**config.mk**
```make
export PLATFORM = sky130hd
export DESIGN_NAME = plant_tick_gen
export DESIGN_NICKNAME = d
export VERILOG_FILES = /design/src/rtl/plant_tick_gen.sv
export SDC_FILE = /design/constraint.sdc
export NUM_CORES = 1
export LEC_CHECK = 0
export ABC_AREA = 1
export CAP_MARGIN = 25
export CORE_AREA = 4 4 41 43
export DETAILED_ROUTE_END_ITERATION = 16
export DIE_AREA = 0 0 45 47
export HOLD_SLACK_MARGIN = 0.1
export SYNTH_ARGS = -nofsm -noshare
export SYNTH_HDL_FRONTEND = slang
export SYNTH_SLANG_ARGS = --single-unit
```
**constraint.sdc**
```tcl
create_clock -name clk -period 2.69 [get_ports clk]
set_clock_uncertainty 0.05 [all_clocks]
set_input_delay 0.4035 -clock clk [delete_from_list [all_inputs] [get_ports clk]]
set_output_delay 0.4035 -clock clk [all_outputs]
set_load 0.01 [all_outputs]
```
**src/rtl/plant_tick_gen.sv**
```systemverilog
// Plant update prescaler: counts 0..UPDATE_DIV-1 while running and emits a
// one-cycle tick on the terminal count. clear forces the count back to zero.
module plant_tick_gen #(
   parameter int UPDATE_DIV = 1000
) (
   input  logic clk,
   input  logic rst,
   input  logic clear,
   input  logic run,
   output logic tick
);

   localparam int CNT_W = $clog2(UPDATE_DIV);
   localparam logic [CNT_W-1:0] LAST = CNT_W'(UPDATE_DIV - 1);

   logic [CNT_W-1:0] count;

   // A clear in the same cycle as the terminal count suppresses the tick.
   assign tick = run && !clear && (count == LAST);

   // NOTE: sequential state uses non-blocking assignments so every register
   // samples the pre-edge values, independent of statement order.
   always_ff @(posedge clk) begin
      if (rst || clear) begin
         count <= '0;
      end else if (run) begin
         count <= (count == LAST) ? '0 : count + CNT_W'(1);
      end
   end

endmodule

```
==> results.json <==
{
  "hold_buffers": 0,
  "clock_latency_ns": 0.26,
  "power_frac_seq": 0.503,
  "worst_slew_pin_slew_ns": 0.306,
  "fin_util": 0.518,
  "drive_gt1_frac": 0.172,
  "cts.sinks": 10,
  "reg_top3": "count: 10 flops",
  "synth_top_area_cell": "dfxtp_1",
  "yosysSeqAreaShare": 0.341,
  "yosys_warnings": 0,
  "vdd_drop_max_mv": 0.290,
  "synth_area_per_cell_um2": 7.34,
  "fin_setup_tns_ns": 0,
  "p_sw_frac": 0.204,
  "hold_viol": 0,
  "path_class": "reg -> out",
  "cp_data_required_time_ns": 2.24,
  "place.gp.congestion": 0.815,
  "synth_nets": 85,
  "place_hpwl_um": 853,
  "p_leak_nw": 0.341,
  "total_power_mw": 0.299,
  "synth_area_um2": 587,
  "hold_end": "count[0]",
  "ys_ff_latch": 10,
  "routedWlPerCell_um": 10.4,
  "die-area_um2": 2120,
  "maxSlewViolCount": 0,
  "crit_path_end_kind": "output port",
  "overflow": 0,
  "r2r-start": "count[0]",
  "boundaryPins": 5,
  "core_um2": 1300,
  "cts_setup_buffers": 0,
  "synth_cell_types": 20,
  "cp_max_fo": 7,
  "viasPerCell": 4.81,
  "rows": 13,
  "port_buffers": 4,
  "whs_ns": 0.449,
  "detail-route-antenna-nets": 0,
  "reg2reg_depth": 6,
  "whs_path_depth": 2,
  "hp-start": "count[0]",
  "track_usage": 0.130,
  "grt_max_degree": 8,
  "area_growth_syn_to_layout_pct": 14.9,
  "regMostFlops": "count",
  "drt-total-wl_mm": 1.06,
  "powerDensity_nw_per_um2": 443,
  "grt_pass1_vias": 440,
  "vias": 491,
  "cts_resized": 0,
  "worst_setup_path_start_kind": "flop",
  "regArea_um2": 200,
  "n_antenna_cell": 0,
  "fp.dieW_um": 45,
  "syn_inst": 80,
  "drt_iter0_drc": 6,
  "p_sw_mw": 0.0608,
  "synth_top_area_frac": 0.341,
  "ys_top_cells_by_area": "dfxtp_1, nand2_1, inv_1",
  "min_period_ns": 2.33,
  "fin_crit_sh": 0.867,
  "internal_power_mw": 0.238,
  "clkPwrFrac": 0.449,
  "cts_tree": "done",
  "die_y_um": 47,
  "rsz0062_at_grt": "false",
  "arrival_ns": 1.88,
  "htreeDepth": 1,
  "path_clk_slew_ns": 0.07,
  "p_comb_frac": 0.048,
  "status": "complete, no violations",
  "grt_pass1_wl_mm": 1.89,
  "cts-root-buf": "clkbuf_4",
  "r2r_setup_slack_ns": 1.31,
  "fmax_ghz": 0.429,
  "cts_buffer_depth": 2,
  "nets": 93,
  "setup_violations": 0,
  "drv_cap": 0,
  "antenna_found_initial": 0,
  "hold_path_class": "reg -> reg",
  "cts_buffers": 3,
  "slew_headroom": 0.795,
  "rr_endpoint": "count[6]",
  "multiInputGateArea_um2": 338,
  "largest_reg_flops": 10,
  "initial_core_util": 0.451,
  "drcViolationCount": 0,
  "nFillCells": 132,
  "dr.pass1.iters": 4
}
worst max-delay path, stage by stage (launching register included):
cell	delay, ns
dfxtp_1	0.50
nand2_4	0.09
nor3_1	0.21
nand3_1	0.11
nor3_1	0.15
clkdlybuf4s50_1	0.56
per-stage QoR:
step / cell area, um2 / std cells / worst slack [ns]
after global routing: 674 / 102 / 0.235
after floorplan: 587 / 80 / 1.24
after detailed placement: 638 / 98 / 0.393
after global placement: 638 / 98 / 0.447
final: 674 / 102 / 0.357
after CTS: 674 / 102 / 0.355
power by group through the flow:
stage                     Combinational (mW)  Clock (mW)  Sequential (mW)
final                                 0.0144       0.134            0.150
after global routing                  0.0162       0.147            0.150
after CTS                             0.0144       0.140            0.150
after detailed placement              0.0143           0            0.154
after global placement                0.0142           0            0.153
after floorplan                      0.00714           0            0.153
Yosys cell counts:
master / instances
inv_1: 11
nand3_1: 7
nand3_2: 1
a21o_1: 1
nor2_8: 1
nor3_1: 5
nand2_4: 3
o21bai_2: 1
buf_4: 1
nor2_2: 1
nand2_2: 3
nand2_1: 15
nand4_1: 3
nor2_1: 9
nor2_4: 1
dfxtp_1: 10
xor2_1: 1
ha_1: 1
xnor2_1: 1
a21oi_1: 4
worst max path at each step:
stage	start	endpoint	depth (start not counted)
global placement	run	tick	4
detailed placement	run	tick	4
floorplan	count[5]	tick	5
CTS	count[5]	tick	5
finish	count[5]	tick	5
global route	count[5]	tick	5
metal layers:
layer / wire [um] / track usage / part of all wire / up-vias
li1: - / - / - / 269
met1: 576 / 0.170 / 0.55 / 217
met2: 431 / 0.178 / 0.41 / 3
met3: 34 / 0.0690 / 0.032 / 2
met4: 13 / 0.0526 / 0.012 / 0
met5: 0 / 0 / 0 / -
cell usage in the layout (no fill, tap or decap):
cell,instances
a21o_1,1
nor3_1,5
nand2_1,15
a21oi_1,4
ha_1,1
inv_1,11
nand2_2,3
nand3_2,1
xnor2_1,1
clkdlybuf4s50_1,4
nand3_1,7
nor2_2,1
nor2_8,1
nor2_4,1
nand4_1,3
nand2_4,3
xor2_1,1
o21bai_2,1
clkbuf_4,3
clkbuf_8,1
dfxtp_1,10
nor2_1,9
cells by family (layout without fill, tap and decap cells):
| kind of cell | Yosys count | in the layout | synth area share |
|---|---|---|---|
| compound gates | 6 | 6 | 0.0661 |
| xor+xnor | 2 | 2 | 0.0299 |
| fa+ha+maj | 1 | 1 | 0.0213 |
| buf+inv | 12 | 19 | 0.0832 |
| flops | 10 | 10 | 0.341 |
| simple gates | 49 | 49 | 0.458 |
area by class of cell:
type	instances	share of cell area
sequential	10	0.297
timing repair buffer	4	0.0594
multi-input combinational	58	0.501
clock buffer	4	0.0538
tap	15	0.0278
inverter	11	0.0612
(Power assumes the default switching activity.)
